`src/rtl/montador_linha_if.sv`:
```
// montador_linha_if: beat input bus and line output handshake of the line
// assembler. The slave modport is the assembler's view; master is the view of
// whatever drives beats and consumes lines.
interface montador_linha_if #(
    parameter int TAM_BEAT     = 64,
    parameter int TAM_LINHA    = 512,
    parameter int TAM_ENDERECO = 64
) ();
    logic                    beat_valido;
    logic [TAM_BEAT-1:0]     beat_dado;
    logic [TAM_ENDERECO-1:0] beat_endereco;
    logic                    beat_ultimo;
    logic                    beat_pronto;
    logic [TAM_LINHA-1:0]    linha_cache;
    logic [TAM_ENDERECO-1:0] endereco;
    logic                    linha_valida;
    logic                    linha_pronta;

    modport slave (
        input  beat_valido, beat_dado, beat_endereco, beat_ultimo, linha_pronta,
        output beat_pronto, linha_cache, endereco, linha_valida
    );

    modport master (
        output beat_valido, beat_dado, beat_endereco, beat_ultimo, linha_pronta,
        input  beat_pronto, linha_cache, endereco, linha_valida
    );
endinterface

```
`src/rtl/montador_linha.sv`:
```
// montador_linha: assembles 8-beat bursts of 64-bit beats into 512-bit cache
// lines tagged with their line-aligned address and queues them in a small FIFO.
// Malformed bursts are dropped with a one-cycle erro_protocolo pulse.
// Optional feature: define MONTADOR_FILTRO_ZERO_EN to drop all-zero lines and
// count them in contador_zeros (tied to 0 otherwise).
module montador_linha #(
    parameter int TAM_BEAT     = 64,
    parameter int TAM_LINHA    = 512,
    parameter int TAM_ENDERECO = 64,
    parameter int PROF_FILA    = 4
) (
    input  logic                       clk,
    input  logic                       reset,
    montador_linha_if.slave            bus,
    output logic [$clog2(PROF_FILA):0] nivel_fila,
    output logic                       erro_protocolo,
    output logic [15:0]                contador_zeros
);
    localparam int BEATS = TAM_LINHA / TAM_BEAT;
    localparam int IW    = $clog2(BEATS);
    localparam int AW    = $clog2(PROF_FILA);
    localparam int OFS   = $clog2(TAM_LINHA / 8);
    localparam logic [IW-1:0] IND_ULTIMO = IW'(BEATS - 1);
    localparam logic [TAM_ENDERECO-1:0] MASCARA = ~TAM_ENDERECO'((64'd1 << OFS) - 64'd1);

    typedef enum logic [0:0] {
        OCIOSO   = 1'b0,
        MONTANDO = 1'b1
    } estado_t;

    estado_t                 estado_r, estado_s;
    logic [IW-1:0]           indice_r, indice_s;
    logic [TAM_LINHA-1:0]    linha_r;
    logic [TAM_LINHA-1:0]    linha_nova_s;
    logic [TAM_ENDERECO-1:0] end_r;
    logic                    aceito_s, push_s, erro_s, pop_s, cheia_s;
    logic [AW:0]             wr_ptr_r, rd_ptr_r, nivel_s;
    logic [TAM_LINHA-1:0]    mem_linha [PROF_FILA];
    logic [TAM_ENDERECO-1:0] mem_end   [PROF_FILA];
`ifdef MONTADOR_FILTRO_ZERO_EN
    logic                    zero_s;
    logic [15:0]             contador_zeros_r;
`endif

    // Occupancy is the pointer difference; the extra pointer bit separates full from empty.
    assign nivel_s      = wr_ptr_r - rd_ptr_r;
    assign cheia_s      = (nivel_s == (AW + 1)'(PROF_FILA));
    assign nivel_fila   = nivel_s;

    // Only the line-completing beat has to wait for FIFO space.
    assign bus.beat_pronto  = ~((indice_r == IND_ULTIMO) & cheia_s);
    assign aceito_s         = bus.beat_valido & bus.beat_pronto;
    assign bus.linha_valida = (nivel_s != '0);
    assign pop_s            = bus.linha_valida & bus.linha_pronta;

    // The final beat goes straight into the FIFO entry together with the seven held beats.
    assign linha_nova_s = {bus.beat_dado, linha_r[TAM_LINHA-TAM_BEAT-1:0]};

    // Head outputs read as zero while empty, so they are zero immediately on reset.
    assign bus.linha_cache = bus.linha_valida ? mem_linha[rd_ptr_r[AW-1:0]] : '0;
    assign bus.endereco    = bus.linha_valida ? mem_end[rd_ptr_r[AW-1:0]]   : '0;

`ifdef MONTADOR_FILTRO_ZERO_EN
    function automatic logic linha_zero(input logic [TAM_LINHA-1:0] l);
        return (l == '0);
    endfunction
`endif

    // Burst FSM: next state, beat index, push and protocol-error decisions.
    always_comb begin
        estado_s = estado_r;
        indice_s = indice_r;
        push_s   = 1'b0;
        erro_s   = 1'b0;
`ifdef MONTADOR_FILTRO_ZERO_EN
        zero_s   = 1'b0;
`endif
        if (aceito_s) begin
            case (estado_r)
                OCIOSO: begin
                    if (bus.beat_ultimo) begin
                        erro_s   = 1'b1;
                        estado_s = OCIOSO;
                        indice_s = '0;
                    end else begin
                        estado_s = MONTANDO;
                        indice_s = IW'(1);
                    end
                end
                MONTANDO: begin
                    if (indice_r == IND_ULTIMO) begin
                        estado_s = OCIOSO;
                        indice_s = '0;
                        if (bus.beat_ultimo) begin
`ifdef MONTADOR_FILTRO_ZERO_EN
                            if (linha_zero(linha_nova_s)) begin
                                zero_s = 1'b1;
                            end else begin
                                push_s = 1'b1;
                            end
`else
                            push_s = 1'b1;
`endif
                        end else begin
                            erro_s = 1'b1;
                        end
                    end else if (bus.beat_ultimo) begin
                        erro_s   = 1'b1;
                        estado_s = OCIOSO;
                        indice_s = '0;
                    end else begin
                        indice_s = indice_r + IW'(1);
                    end
                end
                default: begin
                    estado_s = OCIOSO;
                    indice_s = '0;
                end
            endcase
        end else begin
            estado_s = estado_r;
        end
    end

    // FSM state, partial line, latched address and the registered error pulse.
    always_ff @(posedge clk or negedge reset) begin
        if (!reset) begin
            estado_r       <= OCIOSO;
            indice_r       <= '0;
            linha_r        <= '0;
            end_r          <= '0;
            erro_protocolo <= 1'b0;
        end else begin
            estado_r       <= estado_s;
            indice_r       <= indice_s;
            erro_protocolo <= erro_s;
            if (aceito_s) begin
                linha_r[int'(indice_r) * TAM_BEAT +: TAM_BEAT] <= bus.beat_dado;
                if (estado_r == OCIOSO) begin
                    end_r <= bus.beat_endereco & MASCARA;
                end
            end
        end
    end

    // FIFO pointers; push and pop may happen in the same cycle.
    always_ff @(posedge clk or negedge reset) begin
        if (!reset) begin
            wr_ptr_r <= '0;
            rd_ptr_r <= '0;
        end else begin
            if (push_s) begin
                wr_ptr_r <= wr_ptr_r + (AW + 1)'(1);
            end
            if (pop_s) begin
                rd_ptr_r <= rd_ptr_r + (AW + 1)'(1);
            end
        end
    end

    // FIFO storage for completed lines and their addresses.
    always_ff @(posedge clk) begin
        if (push_s) begin
            mem_linha[wr_ptr_r[AW-1:0]] <= linha_nova_s;
            mem_end[wr_ptr_r[AW-1:0]]   <= end_r;
        end
    end

`ifdef MONTADOR_FILTRO_ZERO_EN
    // Saturating count of all-zero lines that were dropped.
    always_ff @(posedge clk or negedge reset) begin
        if (!reset) begin
            contador_zeros_r <= 16'h0000;
        end else if (zero_s && (contador_zeros_r != 16'hFFFF)) begin
            contador_zeros_r <= contador_zeros_r + 16'h0001;
        end
    end

    assign contador_zeros = contador_zeros_r;
`else
    assign contador_zeros = 16'h0000;
`endif

endmodule

```
`src/flat_wrapper.sv`:
```
// flat-port wrapper written by rule: the top's interface ports become plain ports
module montador_linha_flat 
#(
    parameter int TAM_BEAT     = 64,
    parameter int TAM_LINHA    = 512,
    parameter int TAM_ENDERECO = 64,
    parameter int PROF_FILA    = 4
)
  (clk, reset, nivel_fila, erro_protocolo, contador_zeros, bus_beat_valido, bus_beat_dado, bus_beat_endereco, bus_beat_ultimo, bus_linha_pronta, bus_beat_pronto, bus_linha_cache, bus_endereco, bus_linha_valida);
  montador_linha_if #(.TAM_BEAT(TAM_BEAT), .TAM_LINHA(TAM_LINHA), .TAM_ENDERECO(TAM_ENDERECO)) bus_i ();
  input  logic clk;
  input  logic reset;
  output logic [$clog2(PROF_FILA):0] nivel_fila;
  output logic erro_protocolo;
  output logic [15:0] contador_zeros;
  input wire logic [$bits(bus_i.beat_valido)-1:0] bus_beat_valido;
  input wire logic [$bits(bus_i.beat_dado)-1:0] bus_beat_dado;
  input wire logic [$bits(bus_i.beat_endereco)-1:0] bus_beat_endereco;
  input wire logic [$bits(bus_i.beat_ultimo)-1:0] bus_beat_ultimo;
  input wire logic [$bits(bus_i.linha_pronta)-1:0] bus_linha_pronta;
  output wire logic [$bits(bus_i.beat_pronto)-1:0] bus_beat_pronto;
  output wire logic [$bits(bus_i.linha_cache)-1:0] bus_linha_cache;
  output wire logic [$bits(bus_i.endereco)-1:0] bus_endereco;
  output wire logic [$bits(bus_i.linha_valida)-1:0] bus_linha_valida;
  assign bus_i.beat_valido = bus_beat_valido;
  assign bus_i.beat_dado = bus_beat_dado;
  assign bus_i.beat_endereco = bus_beat_endereco;
  assign bus_i.beat_ultimo = bus_beat_ultimo;
  assign bus_i.linha_pronta = bus_linha_pronta;
  assign bus_beat_pronto = bus_i.beat_pronto;
  assign bus_linha_cache = bus_i.linha_cache;
  assign bus_endereco = bus_i.endereco;
  assign bus_linha_valida = bus_i.linha_valida;
  montador_linha #(.TAM_BEAT(TAM_BEAT), .TAM_LINHA(TAM_LINHA), .TAM_ENDERECO(TAM_ENDERECO), .PROF_FILA(PROF_FILA)) u_core (.clk(clk), .reset(reset), .bus(bus_i), .nivel_fila(nivel_fila), .erro_protocolo(erro_protocolo), .contador_zeros(contador_zeros));
endmodule
```
`config.mk`:
```
export PLATFORM = sky130hd
export DESIGN_NAME = montador_linha_flat
export DESIGN_NICKNAME = d
export VERILOG_FILES = /design/src/rtl/montador_linha_if.sv /design/src/rtl/montador_linha.sv /design/src/flat_wrapper.sv
export SDC_FILE = /design/constraint.sdc
export NUM_CORES = 2
export LEC_CHECK = 0
export CAP_MARGIN = 0
export CORE_AREA = 2 2 522 524
export CTS_CLUSTER_DIAMETER = 100
export CTS_CLUSTER_SIZE = 10
export DETAILED_ROUTE_END_ITERATION = 16
export DIE_AREA = 0 0 524 526
export PLACE_DENSITY = 0.64
export SETUP_SLACK_MARGIN = 0.4
export SLEW_MARGIN = 25
export SYNTH_ARGS = -nofsm -noshare
export SYNTH_HDL_FRONTEND = slang
export SYNTH_SLANG_ARGS = --single-unit
export TNS_END_PERCENT = 50
```
`constraint.sdc`:
```
create_clock -name clk -period 22.5 [get_ports clk]
set_clock_uncertainty 0.1 [all_clocks]
set_input_delay 4.5 -clock clk [delete_from_list [all_inputs] [get_ports clk]]
set_output_delay 4.5 -clock clk [all_outputs]
set_load 0.01 [all_outputs]
```
# Yosys cells after proc, flatten, opt, wreduce, memory -nomap -nowiden
# Memory sizes are Yosys's and may differ from the RTL's.
# Cells that the tools add are included.
# W data, S select, Z words.
word_totals:
  latchBits: 0
  mem_bits_ro: 0
  wordCells: 44
  ff_bits: 581
  mem_count: 2
  ram_bits: 2280
  inputBits: 133
classes:
  n_div: 0
  n_mux: 19
  add_sub_neg: 5
  order_cmp: 0
  multipliers: 0
  shifts: 2
  n_reduce_logical: 2
  eq_ne: 2
  n_bitwise: 5
mem_list:
  columns: ["name", "words", "width", "rd", "rd_ports_with_merged_regs", "write_ports", "line", "source"]
  rows:
  - ["u_core.mem_linha", 4, 512, 1, 0, 1, "montador_linha.sv:38", "logic [TAM_LINHA-1:0] mem_linha [PROF_FILA];"]
  - ["u_core.mem_end", 4, 58, 1, 0, 1, "montador_linha.sv:39", "logic [TAM_ENDERECO-1:0] mem_end [PROF_FILA];"]
op_table:
  columns: ["cell", "count"]
  rows:
  - ["$bwmux W512", 1]
  - ["$mux W512", 1]
  - ["$shift A64 B33 Y512 const A", 1]
  - ["$shiftx A64 B33 Y512", 1]
  - ["$mux W64", 1]
  - ["$neg A9 Y33", 1]
  - ["$mux W1", 11]
  - ["$add A3 B1 Y3 const B", 3]
  - ["$eq A3 B3 Y1 const B", 2]
  - ["$mux W3", 2]
  - ["$pmux W3 S2", 1]
  - ["$pmux W1 S2", 2]
  - ["$and A1 B1 Y1", 3]
  - ["$reduce_bool A3 Y1", 1]
  - ["$sub A3 B3 Y3", 1]
  - ["$not A1 Y1", 2]
  - ["$reduce_and A2 Y1", 1]

# Depth between registers and ports, before layout
logic_depth:
  depth_word: 8
  depth_mapped: 12

# Least setup slack after synthesis
# OpenSTA, ideal clock, no wires.
synth_timing:
  kind: "input to register"
  startpoint: "input port bus_beat_ultimo"
  endpoint: "memory u_core.mem_end[3][0] in the netlist's numbering (enable)"
  setup_time_ns: 1.012
  required_ns: 21.388
  path_slack_ns: 3.448
  arrival_time_ns: 17.940
  n_path_buf: 0
  path_stages: 4
  path_cell_list: "ha_1 > nand3_1 > a31oi_1 > and2_1"
synth_between:
  elab_chain_cells: 6
synth_rtl:
  columns: ["element", "line", "source"]
  rows:
  - ["from (decl)", "flat_wrapper.sv:19", "input wire logic [$bits(bus_i.beat_ultimo)-1:0] bus_beat_ultimo;"]
  - ["$mux W1", "montador_linha.sv:94", "if (bus.beat_ultimo) begin"]
  - ["$mux W1", "montador_linha.sv:91", "if (indice_r == IND_ULTIMO) begin"]
  - ["$mux W1", "montador_linha.sv:79", "case (estado_r)"]
  - ["$mux W1", "montador_linha.sv:78", "if (aceito_s) begin"]
  - ["$mux W1", "montador_linha.sv:163", "if (push_s) begin"]
  - ["$mux W1 (implied by the code)", "montador_linha.sv:165", "mem_end[wr_ptr_r[AW-1:0]] <= end_r;"]
  - ["to (decl)", "montador_linha.sv:39", null]
# No other way between the ends.

# Worst setup path after layout
layout_timing:
  startpoint: "register u_core.rd_ptr_r[1]"
  endpoint: "output port bus_linha_cache[205]"
layout_between:
  elab_chain_cells: 3
layout_rtl:
  columns: ["element", "line", "source"]
  rows:
  - ["from (decl)", "montador_linha.sv:37", "logic [AW:0] wr_ptr_r, rd_ptr_r, nivel_s;"]
  - ["from (signal assigned)", "montador_linha.sv:156", "rd_ptr_r <= rd_ptr_r + (AW + 1)'(1);"]
  - ["$sub A3 B3 Y3", "montador_linha.sv:46", "assign nivel_s = wr_ptr_r - rd_ptr_r;"]
  - ["$reduce_bool A3 Y1", "montador_linha.sv:53", "assign bus.linha_valida = (nivel_s != '0);"]
  - ["$mux W512 (*)", "montador_linha.sv:60", "assign bus.linha_cache = bus.linha_valida ? mem_linha[rd_ptr_r[AW-1:0]] : '0;"]
  - ["to (decl)", "flat_wrapper.sv:22", "output wire logic [$bits(bus_i.linha_cache)-1:0] bus_linha_cache;"]
# Mark *: on every way between the ends. The rest lies on a longest branch, timed or not.

==> impl.org <==
** GRT
- Number of global-route vias before repair :: 54,904
- Global routing consumed, on the met2 layer, 31.6% of the routing resources.
- Global-route wire length before repair :: 392 mm
- Across every metal layer, demand over resource in global routing totals 19.7%.
- Maximum number of pins on one net before global-route repair :: 147
- Total congestion overflow :: 0
- In the global route stage, met3 resource usage came out at 4.35%.
- Number of antenna violations at the first check in global routing :: 25
- Highest-utilization routing layer at the global route stage :: met2
- Met1 demand-to-capacity share in global routing :: 26.9%

** Worst setup path
- Origin of the worst setup path :: u_core.rd_ptr_r[1]
- Critical-path cell list :: buf_4, buf_4, buf_4, buf_4, buf_4, mux4_2, and2_1, clkdlybuf4s50_1
- STA classifies the critical path endpoint as an output port.
- The number of buffers and inverters on the critical path is 6.
- Critical Path Slowest Stage Cell :: sky130_fd_sc_hd__buf_4
- At the worst endpoint, the required time is 17.90 ns.
- Cell mode on critical path :: sky130_fd_sc_hd__buf_4
- Worst path max stage delay :: 0.83 ns
- The critical path in this run is classified as flop to output port.
- Along the worst path, the maximum fanout reaches 59.
- Data arrives at the worst endpoint at 6.65 ns.
- Worst setup SP type :: flop
- Critical register-to-register path startpoint :: u_core.rd_ptr_r[0]
- Top Family by Delay on Critical Path :: buffers and inverters

** Routing
- Dividing the detail-routed via count by the number of cells gives 5.26.
- DRC violation count after routing :: 0
- Wire per inst :: 27.0 um
- Vias :: 53,607
- For this run, the detailed router's first-pass iteration total came to 5.
- Number of DRC markers in iteration 0 :: 4,886
- Remaining antenna violation count :: 0
- Summed over all layers, the routed wires come to 275 mm.

** Clock network
- The H-tree was split into 5 levels.
- The number of setup buffers added after CTS is 0.
- Clock insertion delay at the later pin of the skew report :: 0.85 ns
- # hold bufs at CTS :: 0
- Buffer levels on the longest clock path :: 4
- Clock root cell :: sky130_fd_sc_hd__clkbuf_16
- Number of buffers added by the clock tree synthesis step :: 322
- After clock tree synthesis, the clock-pin slew on the worst setup and hold paths is 0.06 ns.
- Clock tree synthesis found a total of 2,797 sinks.
- Resized Gates After CTS :: 0
- TritonCTS clock tree :: done

** Placed design
- The congestion estimate from routability-driven global placement came to 0.735.
- The HPWL after detailed placement is 156 mm.
- Post-Place Cell Area :: 0.119 mm^2
- Placement-stage worst setup slack :: 12.01 ns
- The count of buffers added on input and output ports is 702.

** Synth
- Sequential cell area fraction in the yosys report :: 75.6%
- Avg Inst Size Synth :: 19.6 um^2
- The synthesized design contains 2,797 register bits.
- In the synthesized netlist the dominant register cell turns out to be sky130_fd_sc_hd__edfxtp_1.
- Combined area of all synthesized cells :: 0.108 mm^2
- The netlist uses 44 different library cells.
- Count of flip-flops with a built-in enable after synthesis :: 2,280
- Cells after synthesis :: 5,505
- For this run, the number of Yosys warnings is 0.
- After synthesis, the share of flip-flops with an asynchronous set or reset is 18.5%.

** Run
- Across the run, the number of max-cap violations was 0.

** Layout
- Ratio of cells with drive above 1 in the final layout :: 20.0%
- Compared with the post-synthesis result, the final layout area differs by 19.4%.
- Most common library cell in the layout ignoring fill and taps :: sky130_fd_sc_hd__edfxtp_1
- Commonest non-fill, non-tap cells in the layout :: sky130_fd_sc_hd__edfxtp_1, sky130_fd_sc_hd__clkdlybuf4s50_1, sky130_fd_sc_hd__and2_1, sky130_fd_sc_hd__mux4_2, sky130_fd_sc_hd__dfrtp_1
- At the end of the flow, the number of nets in the layout was 6,514.
- In the final layout, the multi-input gates occupy 0.0242 mm^2.
- Across the whole layout, storage elements account for 0.0814 mm^2.
- Area of all placed cells without fillers :: 0.129 mm^2
- After filler insertion, the fill cell instance count of the layout stands at 22,300.

** Hold path
- Startpoint of the worst hold path :: u_core.linha_r[161]
- Type of the tightest min-delay check :: flop to flop

** Status
- Run status :: complete, no violations

** Power and ir drop
- Across the VDD grid, the largest voltage drop is 0.0888 mV.
- Leak pwr :: 45.0 nW
- Power density normalized to cell area :: 122 mW/mm^2

** Timing
- Setup TNS :: 0 ns
- Final Setup Violations :: 0
- The number of failing hold endpoints at the final stage is 0.
- Setup repair after global routing left no endpoint under its margin.
- Slew HR :: 25.4%
- The max-slew violation total from the final report was 0.
- Across all hold checks on the routed design, the worst slack comes to 0.368 ns.
- At the pin with the least slew margin, the transition time is 1.12 ns.
- In the post-route analysis, the smallest setup slack over all paths is 11.25 ns.
- The worst path in the final design needs a cycle of 11.25 ns, including I/O delays and setup.
- Static timing analysis puts the maximum clock frequency at 88.9 MHz.
- The worst path uses 50.0% of the clock period.

** Floorplan
- For this configuration, the core starts out at a cell density of 39.9%.
- Number of standard-cell rows in the floorplan :: 191
- Number of top-level design ports :: 731
- Die extent in y :: 526 um
- Floorplan Core Area :: 0.270 mm^2
- The die covers 0.276 mm^2.
- Die width :: 524 um
==> cell usage after synthesis (2+ instances only) <==
master / count / share of area [%]
sky130_fd_sc_hd__edfxtp_1: 2280 / 64
sky130_fd_sc_hd__and2_1: 619 / 3.6
sky130_fd_sc_hd__mux4_2: 570 / 12
sky130_fd_sc_hd__dfrtp_1: 517 / 12
sky130_fd_sc_hd__nand2_1: 388 / 1.4
sky130_fd_sc_hd__mux2_2: 196 / 2.0
sky130_fd_sc_hd__clkbuf_1: 189 / 0.66
sky130_fd_sc_hd__inv_1: 179 / 0.62
sky130_fd_sc_hd__mux2i_1: 170 / 1.6
sky130_fd_sc_hd__o21ai_0: 108 / 0.50
sky130_fd_sc_hd__buf_2: 88 / 0.41
sky130_fd_sc_hd__and3_1: 57 / 0.33
sky130_fd_sc_hd__buf_4: 33 / 0.23
sky130_fd_sc_hd__mux2_4: 33 / 0.46
sky130_fd_sc_hd__ha_1: 14 / 0.16
sky130_fd_sc_hd__buf_6: 11 / 0.11
sky130_fd_sc_hd__mux2_1: 5 / 0.052
sky130_fd_sc_hd__nand3_1: 5 / 0.023
sky130_fd_sc_hd__nor2_1: 5 / 0.017
sky130_fd_sc_hd__buf_12: 4 / 0.074
sky130_fd_sc_hd__buf_1: 3 / 0.010
sky130_fd_sc_hd__nor4b_1: 3 / 0.024
sky130_fd_sc_hd__and3b_1: 2 / 0.016
sky130_fd_sc_hd__nor2b_1: 2 / 0.012
sky130_fd_sc_hd__nor3_4: 2 / 0.030
sky130_fd_sc_hd__nor3b_1: 2 / 0.014
sky130_fd_sc_hd__xnor2_1: 2 / 0.016
sky130_fd_sc_hd__xor2_1: 2 / 0.016
==> where the power goes <==
group | internal (mW) | switching (mW) | leakage (nW)
sequential | 6.10 | 0.310 | 28.3
combinational | 2.26 | 2.25 | 12.3
clock | 2.74 | 2.00 | 4.46
total | 11.1 | 4.56 | 45.0
==> layer usage <==
layer	vias up	share of wire, %
li1	22795	-
met1	28611	41
met2	1820	49
met3	363	7.1
met4	18	2.9
met5	-	0.041
==> cell type report <==
cell class	instances	share of cell area, %
antenna	12	0.0234
clock buffer	555	7.05
clock inverter	19	0.270
inverter	179	0.523
multi-input combinational	2222	18.8
sequential	2797	63.3
tap	3570	3.47
timing repair buffer	844	6.51
==> sequential cells by signal, indices dropped and copies added, names as in the netlist <==
| signal | count |
|---|---|
| u_core.rd_ptr_r | 3 |
| u_core.linha_r | 448 |
| u_core.mem_end | 232 |
| u_core.mem_linha | 2048 |
| u_core.wr_ptr_r | 3 |
| u_core.estado_r | 1 |
| u_core.end_r | 58 |
| u_core.indice_r | 3 |
| u_core.erro_protocolo | 1 |
==> kinds of logic after synthesis <==
kind of cell | count (synthesis) | synth area share [%]
muxes | 974 | 16.1
other | 1 | 0.00348
adders and majority gates | 15 | 0.181
and+or+nand+nor | 1090 | 5.45
xor gates and xnor gates | 5 | 0.0546
DFF | 2797 | 75.6
AOI/OAI and AO/OA | 116 | 0.569
buffers and inverters | 507 | 2.12
==> worst paths after layout <==
check | end | slack [ns] | depth (start not counted)
setup / recovery | bus_linha_cache[205] | 11.25 | 8
hold / removal | u_core.mem_linha[3][161] | 0.37 | 0
setup reg to reg | u_core.mem_linha[2][403] | 15.44 | 11
hold reg to reg | u_core.mem_linha[3][161] | 0.37 | 0
max in group asynchronous | u_core.rd_ptr_r[1] | 15.89 | 4
min in group asynchronous | u_core.linha_r[410] | 3.52 | 1
==> per-stage QoR <==
stage          total power [mW]  util, %  instances
3_3_place_gp               11.0     44.1       9605
5_1_grt                    16.3     47.6      10189
2_1_floorplan              8.78        -       5526
6_report                   15.7     47.7      10198
4_1_cts                    15.8     47.6      10179
3_5_place_dp               11.1     44.1       9605
Power figures use the tool's default switching activity.
